$ cat src/rtl/fft_mem_sequencer.sv
// fft_mem_sequencer: drives a 64-entry dual-port RAM through bit-reversed load,
// six in-place radix-2 DIT butterfly stages, and natural-order unload.
module fft_mem_sequencer #(
  parameter int WIDTH  = 32,
  parameter int BF_LAT = 2
) (
  input  logic               Clk,
  input  logic               Rst,
  input  logic               Start,
  output logic               Busy,
  output logic               Done,
  input  logic               In_Valid,
  output logic               In_Ready,
  input  logic [2*WIDTH-1:0] In_Data,
  output logic               Ram_En,
  output logic               Ram_We_A,
  output logic [5:0]         Ram_Addr_A,
  output logic [2*WIDTH-1:0] Ram_DI_A,
  output logic               Ram_We_B,
  output logic [5:0]         Ram_Addr_B,
  output logic [2*WIDTH-1:0] Ram_DI_B,
  input  logic [2*WIDTH-1:0] Ram_DO_A,
  input  logic [2*WIDTH-1:0] Ram_DO_B,
  output logic               Bf_Valid,
  output logic [4:0]         Tw_Addr,
  input  logic [2*WIDTH-1:0] Bf_Res_A,
  input  logic [2*WIDTH-1:0] Bf_Res_B,
  output logic               Out_Valid,
  output logic [5:0]         Out_Index
);
  localparam int CW = $clog2(64 + BF_LAT + 1);
  typedef enum logic [2:0] {IDLE, LOAD, COMPUTE, UNLOAD, DONE} state_t;
  if (BF_LAT < 0 || BF_LAT % 2 != 0) begin : g_bad_lat
    $error("BF_LAT must be even and non-negative");
  end
  state_t          state_q, state_d;
  logic [5:0]      k_q;
  logic [CW-1:0]   c_q;
  logic [2:0]      s_q;
  logic [6:0]      j_q;
  logic [BF_LAT:0] v_q;
  logic [5:0]      top_q [BF_LAT+1];
  logic [5:0]      bot_q [BF_LAT+1];
  logic [4:0]      tw_q;
  logic            ov_q;
  logic [5:0]      oi_q;
  logic            xfer, rd, wr, urd, stage_end;
  logic [5:0]      bx, span, top, bot;
  logic [4:0]      tw;
  logic            unused_do;
  assign unused_do = ^{Ram_DO_A, Ram_DO_B};
  // c_q is the stage-relative cycle: reads on even c<64, writes drain BF_LAT+1 later
  always_comb begin
    xfer      = state_q == LOAD && In_Valid;
    stage_end = state_q == COMPUTE && c_q == CW'(63 + BF_LAT);
    rd        = state_q == COMPUTE && !c_q[0] && c_q < CW'(64);
    wr        = state_q == COMPUTE && v_q[BF_LAT];
    urd       = state_q == UNLOAD && !j_q[6];
    bx        = {1'b0, c_q[5:1]};
    span      = 6'd1 << s_q;
    top       = ((bx >> s_q) << (s_q + 3'd1)) | (bx & (span - 6'd1));
    bot       = top + span;
    tw        = 5'((bx & (span - 6'd1)) << (3'd5 - s_q));
  end
  always_comb begin
    state_d = state_q;
    case (state_q)
      IDLE:    state_d = Start ? LOAD : IDLE;
      LOAD:    state_d = xfer && k_q == 6'd63 ? COMPUTE : LOAD;
      COMPUTE: state_d = stage_end && s_q == 3'd5 ? UNLOAD : COMPUTE;
      UNLOAD:  state_d = j_q[6] ? DONE : UNLOAD;
      default: state_d = IDLE;
    endcase
  end
  assign Busy       = state_q == LOAD || state_q == COMPUTE || state_q == UNLOAD;
  assign Done       = state_q == DONE;
  assign In_Ready   = state_q == LOAD;
  assign Ram_En     = xfer || rd || wr || urd;
  assign Ram_We_A   = xfer || wr;
  assign Ram_We_B   = wr;
  assign Ram_Addr_A = xfer ? {k_q[0], k_q[1], k_q[2], k_q[3], k_q[4], k_q[5]} :
                      rd ? top : wr ? top_q[BF_LAT] : urd ? j_q[5:0] : 6'd0;
  assign Ram_Addr_B = rd ? bot : wr ? bot_q[BF_LAT] : 6'd0;
  assign Ram_DI_A   = xfer ? In_Data : wr ? Bf_Res_A : '0;
  assign Ram_DI_B   = wr ? Bf_Res_B : '0;
  assign Bf_Valid   = v_q[0];
  assign Tw_Addr    = tw_q;
  assign Out_Valid  = ov_q;
  assign Out_Index  = oi_q;
  always_ff @(posedge Clk) begin
    if (Rst) begin
      state_q <= IDLE;
      k_q     <= '0;
      c_q     <= '0;
      s_q     <= '0;
      j_q     <= '0;
      v_q     <= '0;
      tw_q    <= '0;
      ov_q    <= 1'b0;
      oi_q    <= '0;
    end else begin
      state_q <= state_d;
      k_q     <= state_q == LOAD ? k_q + 6'(xfer) : '0;
      c_q     <= state_q == COMPUTE && !stage_end ? c_q + CW'(1) : '0;
      s_q     <= state_q == COMPUTE ? s_q + 3'(stage_end) : '0;
      j_q     <= state_q == UNLOAD ? j_q + 7'd1 : '0;
      v_q     <= (v_q << 1) | (BF_LAT + 1)'(rd);
      if (rd) tw_q <= tw;
      ov_q    <= urd;
      if (urd) oi_q <= j_q[5:0];
    end
  end
  always_ff @(posedge Clk) begin
    top_q[0] <= top;
    bot_q[0] <= bot;
    for (int i = 1; i <= BF_LAT; i++) begin
      top_q[i] <= top_q[i-1];
      bot_q[i] <= bot_q[i-1];
    end
  end
endmodule

$ cat config.mk
export PLATFORM = sky130hd
export DESIGN_NAME = fft_mem_sequencer
export DESIGN_NICKNAME = d
export VERILOG_FILES = /design/src/rtl/fft_mem_sequencer.sv
export SDC_FILE = /design/constraint.sdc
export NUM_CORES = 1
export LEC_CHECK = 0
export CORE_AREA = 3 3 185 187
export CTS_CLUSTER_SIZE = 10
export DETAILED_ROUTE_END_ITERATION = 8
export DIE_AREA = 0 0 188 190
export SYNTH_ARGS = -nofsm -noshare
export SYNTH_HDL_FRONTEND = slang
export SYNTH_SLANG_ARGS = --single-unit
$ cat constraint.sdc
create_clock -name Clk -period 12.6 [get_ports Clk]
set_clock_uncertainty 0.15 [all_clocks]
set_input_delay 2.52 -clock Clk [delete_from_list [all_inputs] [get_ports Clk]]
set_output_delay 2.52 -clock Clk [all_outputs]
set_load 0.02 [all_outputs]
* Yosys cells after proc, flatten, opt, wreduce, memory -nomap -nowiden
Memory sizes are Yosys's and may differ from the RTL's.
Index checks and enable logic that the tools add are counted.
** Word-level totals
- Memories kept :: 2
- Logic and storage cells :: 75
- Register bits after elaboration :: 41
- Output and inout port bits :: 159
- Input bits :: 324
- RAM bits :: 36
** Cells by class
- Shift-type cells :: 4
- Eq/ne operators :: 7
- Multiplexer cells :: 14
- Bitwise logic cells :: 7
- $lt $le $gt $ge :: 1
- Reduce and logical (&&, ||, !) cells :: 23
- Add/sub/neg operators :: 8
** Memory list
- bot_q :: depth 3, bits a word 6, rd ports 3, clocked after Yosys merged registers in 0, wr ports 3, line 43 : logic [5:0] bot_q [BF_LAT+1];
- top_q :: depth 3, bits a word 6, rd ports 3, clocked after Yosys merged registers in 0, wr ports 3, line 42 : logic [5:0] top_q [BF_LAT+1];
** Operator list (count)
- $mux W64 :: 3
- $mux W6 :: 6
- $add A7 B1 Y7 const B :: 2
- $pmux W3 S4 :: 1
- $logic_and A1 B1 Y1 :: 9
- $reduce_or A2 Y1 :: 4
- $eq A7 B7 Y1 const B :: 1
- $lt A7 B7 Y1 const B :: 1
- $add A6 B1 Y6 :: 1
- $add A6 B6 Y6 :: 1
- $and A5 B6 Y6 :: 1
- $eq A3 B2 Y1 const B :: 2
- $eq A3 B3 Y1 const B :: 2
- $eq A6 B6 Y1 const B :: 1
- $logic_or A1 B1 Y1 :: 6
- $or A6 B6 Y6 :: 1
- $shl A1 B3 Y6 const A :: 1
- $shl A6 B3 Y5 :: 1
- $shl A6 B3 Y6 :: 1
- $shr A5 B3 Y6 :: 1
- $sub A6 B1 Y6 const B :: 1
- $not A1 Y1 :: 4
- $add A3 B1 Y3 :: 1
- $add A3 B1 Y3 const B :: 1
- other kinds (8) :: 11

* Logic depth before layout (Yosys ltp)
Gate-level depths: netlist of the first run.
- Depth after elaboration :: 6
- Mapped depth :: 15
- Mapped depth without buffers :: 13

* Worst setup path after synthesis of the first run
Ideal clock, no wire load.
- Kind :: input to output
- Start :: input port In_Valid
- End :: output port Ram_En
- Cell stages on the path :: 4
- Arrival :: 3546 ps
- Data required time :: 9930 ps
- Slack :: 6384 ps
- Path buffers :: 1
- Cell sequence :: and2_1 > clkbuf_1 > or2_1 > or3_1
** On the way
- Word-level cells in the longest chain between the ends :: 4
** RTL lines
- start, declared :: line 12 : input logic In_Valid,
- $logic_and A1 B1 Y1 :: line 54 : xfer = state_q == LOAD && In_Valid;
- $logic_or A1 B1 Y1 (3 in series) :: line 78 : assign Ram_En = xfer || rd || wr || urd;
- end, declared :: line 15 : output logic Ram_En,
No other way between the ends.

* Worst setup path in the final report of the first run
- Start :: input port In_Valid
- End :: output port Ram_Addr_A[2]
** On the way
- Word-level cells in the longest chain between the ends :: 2
** RTL lines
- $logic_and A1 B1 Y1 :: line 54
- $mux W6 :: line 81 : assign Ram_Addr_A = xfer ? {k_q[0], k_q[1], k_q[2], k_q[3], k_q[4], k_q[5]} :
- end, declared :: line 17 : output logic [5:0] Ram_Addr_A,
No other way between the ends.

==> results of run 1 <==
==> flip-flops by register name, summed over array words and instances (netlist names) <==
name and flops:
s_q 3, v_q 3, Out_Valid 1, state_q 3
c_q 7, j_q 7, Tw_Addr 5, k_q 6
Out_Index 6, bot_q 18, top_q 18
==> cells by family after synthesis <==
kind of cell	share of synthesized area [%]
AOI/OAI and AO/OA	23.1
xor gates and xnor gates	4.69
adders and majority gates	5.86
buffers and inverters	5.26
DFF	35.0
muxes	2.08
and+or+nand+nor	24.0
==> Yosys cell counts, types with 2 or more instances <==
cell type   n
inv_1      18
buf_2       8
nor4b_1     3
nand4_1     4
a22oi_1     8
nor2b_1     7
a221o_1     3
dfxtp_1    77
and2_1     70
or2_1       2
o21ai_0     6
clkbuf_1   24
mux2i_1     8
a22o_1     68
a221oi_1    2
o41ai_1     2
a31oi_1     5
ha_1       19
nand2b_1    4
nand3b_1    4
nand3_1    10
or3_1       5
o22ai_1     2
o31ai_1     2
nor4bb_1    2
a21o_1      2
buf_1       6
nor3_1      8
nor2_1     45
nand2_1    21
xor2_1      7
xnor2_1    14
a21oi_1     9
o21ai_1     8
and3_1      3
==> routing by layer <==
metal / share of wire, % / vias up / track usage, % / routed length [um]
met4: 2.5 / 2 / 3.84 / 616
li1: - / 2465 / - / -
met5: 0.053 / - / 0 / 13
met1: 43 / 2383 / 16.1 / 10400
met2: 47 / 238 / 21.2 / 11400
met3: 8.0 / 30 / 4.07 / 1950
==> per-stage QoR <==
step           area (um2)  cells
2_1_floorplan        4400    507
3_3_place_gp         8380   1268
3_5_place_dp         8380   1268
4_1_cts              8690   1284
5_1_grt              8690   1284
6_report             8690   1284
==> area by class of cell <==
class / instances / share of cell area (%)
clock buffer: 10 / 2.75
clock inverter: 6 / 0.792
inverter: 18 / 0.778
multi-input combinational: 373 / 30.4
sequential: 77 / 17.7
tap: 442 / 6.37
timing repair buffer: 358 / 41.1
==> power breakdown <==
part / switching, mW / leakage (nW) / internal (mW)
sequential: 0.000793 / 0.620 / 0.244
clock: 0.102 / 0.149 / 0.160
combinational: 0.0380 / 2.38 / 0.0729
==> worst max-delay path, delay by kind of cell <==
kind	cells	cell delay, ns
and+or+nand+nor	1	0.67
buffers and inverters	3	1.64
AOI/OAI and AO/OA	2	0.50
==> worst paths after layout <==
kind / endpoint / slack (ns) / cells past startpoint
worst max-delay path: Ram_Addr_A[2] / 4.52 / 6
worst min-delay path: top_q[0][16] / 0.17 / 0
worst max register to register: bot_q[0][5] / 8.80 / 13
worst min register to register: top_q[0][16] / 0.17 / 0
==> flow_summary_export.csv, run 1 <==
group,metric,value,unit
synthesis,yosys.area.top_type,"dfxtp_1",
layout,multi_input_area,2640,um2
synthesis,yosys_warnings,0,
route,drt-pass1-iter-count,4,
timing,clock.fmax,124,MHz
layout,layout_commonest_cell,"clkdlybuf4s50_1",
placement,port-buffer-count,354,
run_status,status,"finished, final reports clean",
setup_path,critPathSlowestCell,"and2_2",
clocking,cts_buffers,9,
placement,dp_slack,4.46,ns
grt,grt_pass1_vias,5106,
synthesis,yosysSeqAreaShare,35.0,%
synthesis,syn_inst,507,
die,die-area,35700,um2
route,via_per_inst,3.99,
grt,overflow,0,
synthesis,synth_edf_count,0,
synthesis,syn_area,4400,um2
timing,fin_ws,4.52,ns
layout,nets,1181,
die,rows,66,
setup_path,worstSetupEndpointType,"output port",
route,dr_total_vias,5118,
pwr,powerDensity,71.1,nW/um2
timing,rsz0062_at_grt,"no",
synthesis,synthArstFlopShare,0,%
timing,drv_slew,0,
layout,area_delta_synth_final,97.4,%
clocking,cts_tree,"done",
synthesis,syn_nets,851,
die,core_area,32600,um2
setup_path,crit_arrival,5.41,ns
timing,setup_tns,0,ns
grt,antenna_found_initial,2,
timing,worstMarginPinSlew,0.852,ns
setup_path,critPathLaunchType,"input port",
setup_path,path_cells,"clkdlybuf4s50_1 > and2_2 > buf_4 > a222oi_1 > a21boi_1 > clkdlybuf4s50_1",
die,die_h,190,um
route,first_iter_violations,251,
clocking,clk_pin_slew,0.06,ns
timing,slew_headroom,43.0,%
route,post_drt_wl_per_cell,19.0,um
setup_path,crit_fanout,38,
clocking,post_cts_buffers,0,
synthesis,netlist_top_cells_area,"dfxtp_1, a22o_1, and2_1",
route,postRouteWirelength,24400,um
synthesis,synthFlopType,"dfxtp_1",
grt,grt_pass1_wl,34900,um
clocking,htreeDepth,3,
setup_path,max_stage_delay,0.67,ns
setup_path,critPathRequiredTime,9.93,ns
setup_path,path_class,"in -> out",
pwr,leakage,3.15,nW
synthesis,synth_top_area_share,35.0,%
clocking,clock_latency,0.33,ns
timing,fin_crit,8.08,ns
clocking,cts_sinks,77,
grt,grtUsageTotal,12.9,%
worst_hold_path,hp-class,"reg -> reg",
placement,hpwl,19900,um
clocking,cts_resized,0,
timing,finalCritPeriodShare,64.1,%
route,antenna_left,0,
setup_path,reg2reg_from,"s_q[0]",
timing,hold_viol,0,
die,floorplan.initialDensity,13.5,%
timing,finalSetupViolations,0,
grt,grt_max_degree,70,
layout,seq_area,1540,um2
layout,utilization,26.6,%
worst_hold_path,min_from,"top_q[0][10]",
layout,fill_cells,3483,
synthesis,synthDistinctLibCells,56,
timing,holdWs,0.169,ns
clocking,cts_hold_buf,0,
die,die_w,188,um
clocking,clock-root-buffer,"clkbuf_16",
synthesis,synth_seq_cells,77,
layout,mostFrequentLayoutCells,"clkdlybuf4s50_1, dfxtp_1, and2_1",
layout,n_antenna_cell,0,
pwr,vdd_drop_max,0.0866,mV
die,pin_count,483,
pwr,power,0.618,mW
setup_path,crit_start,"In_Valid",
clocking,cts_buffer_depth,2,
setup_path,cpMostUsedCell,"clkdlybuf4s50_1",
route,drc,0,
layout,drive_gt1_share,2.97,%
placement,place_congestion,0.866,
synthesis,synth_area_per_cell,8.68,um2
job,cap_violations,0,
No activity file was read; power rests on OpenSTA's default activity.
==> inputs of run 2 (changes only) <==
- clock period: 12.6 -> 7.1 ns (I/O delays scaled with it)
==> run 2 against run 1 <==
  * Non-clock buffer count grew 1
  * Sequential cell count unchanged
  * Count of clock-buffer cells in the layout stayed put
  * First-iteration DRC count increased by 8.4%
  * Register-to-register slack lost 5.5 ns
  * Setup slack got worse by 3.6 ns
  * Combinational power increased by 77%
  * Cell count about the same
  * Sequential power rose by 77%
  * Largest power group unchanged
  * Highest routed layer unchanged
==> flow_summary_export.csv, run 2 (synthesis results as in run 1) <==
group,metric,value,unit
layout,drive_gt1_share,3.08,%
placement,dp_slack,1.24,ns
timing,hold_viol,0,
placement,place_area,8400,um2
grt,grtUsageTotal,12.7,%
clocking,cts_tree,"done",
grt,grt_max_degree,84,
worst_hold_path,hp-class,"reg -> reg",
setup_path,critPathLaunchType,"flip-flop",
clocking,clock_latency,0.33,ns
setup_path,path_class,"reg -> out",
pwr,powerDensity,126,nW/um2
placement,hpwl,20000,um
placement,port-buffer-count,354,
route,via_per_inst,3.95,
die,floorplan.initialDensity,13.5,%
pwr,p_switching,0.248,mW
grt,grt_pass1_vias,4846,
timing,drv_slew,0,
clocking,cts_buffer_depth,2,
timing,clock.fmax,161,MHz
clocking,clock-root-buffer,"clkbuf_16",
layout,seq_area,1540,um2
die,pin_count,483,
layout,fill_cells,3477,
timing,finalSetupViolations,0,
route,drc,0,
timing,fin_ws,0.888,ns
die,die-area,35700,um2
layout,largestRegisters,"bot_q (18), top_q (18)",
clocking,post_cts_buffers,0,
timing,slew_headroom,45.9,%
route,postRouteWirelength,24200,um
clocking,htreeDepth,3,
clocking,cts_buffers,9,
layout,multi_input_area,2640,um2
setup_path,critPathTopFamily,"buffers and inverters",
timing,holdWs,0.173,ns
layout,area_delta_synth_final,97.9,%
setup_path,critPathSlowestCell,"dfxtp_1",
setup_path,crit_arrival,4.64,ns
route,post_drt_wl_per_cell,18.8,um
layout,nets,1182,
setup_path,max_stage_delay,0.79,ns
pwr,switching_share,22.7,%
placement,place_congestion,0.855,
die,core_area,32600,um2
die,rows,66,
die,die_w,188,um
timing,rsz0062_at_grt,"no",
layout,n_antenna_cell,0,
grt,grt_pass1_wl,34100,um
setup_path,worstSetupEndpointType,"output port",
pwr,clkPwrFrac,42.4,%
route,dr_total_vias,5073,
timing,setup_tns,0,ns
placement,dp_cells,1269,
timing,fin_crit,6.21,ns
clocking,cts_resized,0,
route,drt-pass1-iter-count,4,
clocking,cts_sinks,77,
layout,final_cells,1285,
timing,worstMarginPinSlew,0.812,ns
job,cap_violations,0,
setup_path,cpMostUsedCell,"ha_1",
pwr,p_int,0.847,mW
pwr,vdd_drop_max,0.144,mV
pwr,power,1.10,mW
layout,mostFrequentLayoutCells,"clkdlybuf4s50_1, dfxtp_1, and2_1",
pwr,leakage,3.15,nW
grt,overflow,0,
pwr,pwr-share-seq,39.6,%
timing,finalCritPeriodShare,87.5,%
grt,antenna_found_initial,4,
route,first_iter_violations,272,
setup_path,crit_fanout,21,
die,die_h,190,um
layout,utilization,26.7,%
clocking,cts_hold_buf,0,
setup_path,path_cells,"inv_1 > ha_1 > nand2b_1 > ha_1 > nor2b_1 > a31oi_1 > inv_1 > ha_1 > a211oi_1 > o21bai_1 > a21oi_2 > xnor3_1 > o21ai_1 > clkdlybuf4s50_1",
pwr,p_comb_share,18.0,%
setup_path,critPathRequiredTime,5.53,ns
run_status,status,"finished, final reports clean",
clocking,clk_pin_slew,0.06,ns
setup_path,path_buf_inv,3,
route,antenna_left,0,
layout,fin_area,8710,um2
layout,layout_commonest_cell,"clkdlybuf4s50_1",
run 2: area by class of cell:
type	instances	share of cell area, %
clock buffers	10	2.74
clock inverters	6	0.790
inverters	18	0.776
multi-input cells	373	30.4
flip-flops and latches	77	17.7
well taps	442	6.35
repair buffers	359	41.3
run 2: layer usage:
layer | routed length, um | GRT usage (%)
met1 | 10500 | 16.1
met4 | 321 | 2.54
met2 | 11600 | 21.3
met3 | 1730 | 3.91
met5 | 23 | 0
run 2: final timing paths:
| path | start | to | slack, ns | cells past startpoint |
|---|---|---|---|---|
| setup / recovery | s_q[0] | Ram_Addr_B[5] | 0.89 | 14 |
| hold / removal | top_q[0][10] | top_q[0][16] | 0.17 | 0 |
| setup reg to reg | s_q[0] | bot_q[0][5] | 3.30 | 13 |
| hold reg to reg | top_q[0][10] | top_q[0][16] | 0.17 | 0 |
run 2: power groups by stage:
stage | sequential, mW | combinational [mW] | clock, mW
floorplan | 0.442 | 0.0449 | 0
global placement | 0.443 | 0.197 | 0
detailed placement | 0.443 | 0.197 | 0
CTS | 0.434 | 0.199 | 0.476
global route | 0.434 | 0.206 | 0.496
finish | 0.434 | 0.197 | 0.464
==> inputs of run 3 (changes only) <==
- CTS_BUF_LIST: default -> sky130_fd_sc_hd__clkbuf_2
==> run 3 against run 2 <==
  * Global-route usage about the same
  * Final area down 2.2%
  * Fmax down 4.0%
  * Highest routed layer unchanged
  * Via count about the same
  * Clock power down 48%
==> flow_summary_export.csv, run 3 (synthesis results as in run 1) <==
group,metric,value,unit
setup_path,crit_fanout,21,
layout,layout_commonest_cell,"clkdlybuf4s50_1",
route,first_iter_violations,254,
route,drt-pass1-iter-count,4,
layout,multi_input_area,2640,um2
clocking,cts_buffer_depth,2,
pwr,leakage,3.08,nW
pwr,powerDensity,102,nW/um2
grt,antenna_found_initial,4,
die,die_h,190,um
clocking,cts_hold_buf,0,
setup_path,reg2reg_from,"s_q[0]",
setup_path,rrSetupSlack,3.22,ns
clocking,cts_buffers,9,
setup_path,r2r_end,"bot_q[0][5]",
worst_hold_path,holdPathStages,0,
route,highest_layer,"met5",
die,floorplan.initialDensity,13.5,%
die,die-area,35700,um2
setup_path,critPathRequiredTime,5.53,ns
layout,nets,1182,
clocking,htreeDepth,3,
route,wl_met1,10600,um
die,pin_count,483,
setup_path,r2r_cells,13,
timing,fin_crit,6.47,ns
clocking,post_cts_buffers,0,
setup_path,path_class,"reg -> out",
setup_path,worstSetupEndpointType,"output port",
worst_hold_path,hold_path_end,"top_q[0][16]",
timing,rsz0062_at_grt,"no",
clocking,clock-root-buffer,"clkbuf_2",
placement,port-buffer-count,354,
route,via_per_inst,3.94,
setup_path,crit_arrival,4.90,ns
die,core_area,32600,um2
layout,seq_area,1540,um2
job,cap_violations,0,
route,antenna_left,0,
layout,largestRegisters,"bot_q (18), top_q (18)",
timing,clock.fmax,155,MHz
timing,slew_headroom,45.3,%
route,drc,0,
timing,setup_tns,0,ns
clocking,clk_pin_slew,0.24,ns
placement,hpwl,20000,um
route,dr_total_vias,5068,
grt,overflow,0,
grt,grtUsageTotal,12.7,%
layout,mostFrequentLayoutCells,"clkdlybuf4s50_1, dfxtp_1, and2_1",
clocking,clock_latency,0.52,ns
timing,drv_slew,0,
grt,grt_max_degree,84,
layout,fill_cells,3496,
timing,finalSetupViolations,0,
timing,finalCritPeriodShare,91.1,%
grt,grt_pass1_vias,4826,
route,post_drt_wl_per_cell,18.8,um
worst_hold_path,hp-class,"reg -> reg",
layout,drive_gt1_share,2.97,%
route,wl_met3,1660,um
layout,area_delta_synth_final,93.6,%
timing,worstMarginPinSlew,0.821,ns
setup_path,critPathLaunchType,"flip-flop",
die,rows,66,
clocking,cts_tree,"done",
run_status,status,"finished, final reports clean",
clocking,cts_sinks,77,
pwr,vdd_drop_max,0.109,mV
grt,grt_pass1_wl,34200,um
route,postRouteWirelength,24200,um
route,wl_met2,11800,um
worst_hold_path,min_from,"top_q[0][10]",
placement,place_congestion,0.855,
clocking,cts_resized,0,
timing,hold_viol,0,
die,die_w,188,um
timing,holdWs,0.160,ns
[run 3: cell count changes in the layout (fill, tap and decap cells not counted), sizes merged]
cell    previous run  this run
clkbuf            10         9
clkinv             2         3
diode              0         1
[run 3: worst max path at each step]
stage / from / cells past startpoint / to
6_report: s_q[0] / 14 / Ram_Addr_B[5]
5_1_grt: s_q[0] / 14 / Ram_Addr_B[5]
4_1_cts: s_q[0] / 14 / Ram_Addr_B[5]
3_5_place_dp: s_q[0] / 14 / Ram_Addr_B[5]
3_3_place_gp: s_q[0] / 14 / Ram_Addr_B[5]
2_1_floorplan: s_q[0] / 15 / Ram_Addr_B[5]
[run 3: layout make-up]
class / count / share of cell area [%]
multi-input combinational: 373 / 31.0
clock inverter: 7 / 0.852
sequential: 77 / 18.1
antenna: 1 / 0.0294
clock buffer: 9 / 0.529
inverter: 18 / 0.793
timing repair buffer: 359 / 42.2
tap: 442 / 6.49
[run 3: metal layers]
layer | GRT usage (%) | vias up
met3 | 3.80 | 12
met4 | 1.07 | 4
met5 | 0 | -
met2 | 21.7 | 210
met1 | 16.3 | 2377
li1 | - | 2465
[run 3: stage by stage]
stage	total power [mW]	utilization, %	std cells	worst slack [ns]	area, um2
final	0.873	26.1	1286	0.629	8520
after global routing	0.916	26.1	1285	0.160	8520
after CTS	0.881	26.1	1285	0.589	8520
after detailed placement	0.641	25.7	1269	1.24	8400
after global placement	0.641	25.7	1269	1.34	8400
after floorplan	0.487	-	507	2.20	4400
[run 3: critical path: stages, from the launching register on]
cell and delay [ns]:
dfxtp_1 0.85, inv_1 0.26, ha_1 0.30, nand2b_1 0.15
ha_1 0.26, nor2b_1 0.27, a31oi_1 0.16, inv_1 0.12
ha_1 0.25, a211oi_1 0.26, o21bai_1 0.14, a21oi_2 0.15
xnor3_1 0.41, o21ai_1 0.16, clkdlybuf4s50_1 0.63
[run 3: power breakdown]
part / internal (mW) / leakage [nW] / switching (mW)
Sequential: 0.434 / 0.620 / 0.00137
Clock: 0.0826 / 0.0703 / 0.158
Combinational: 0.131 / 2.38 / 0.0664
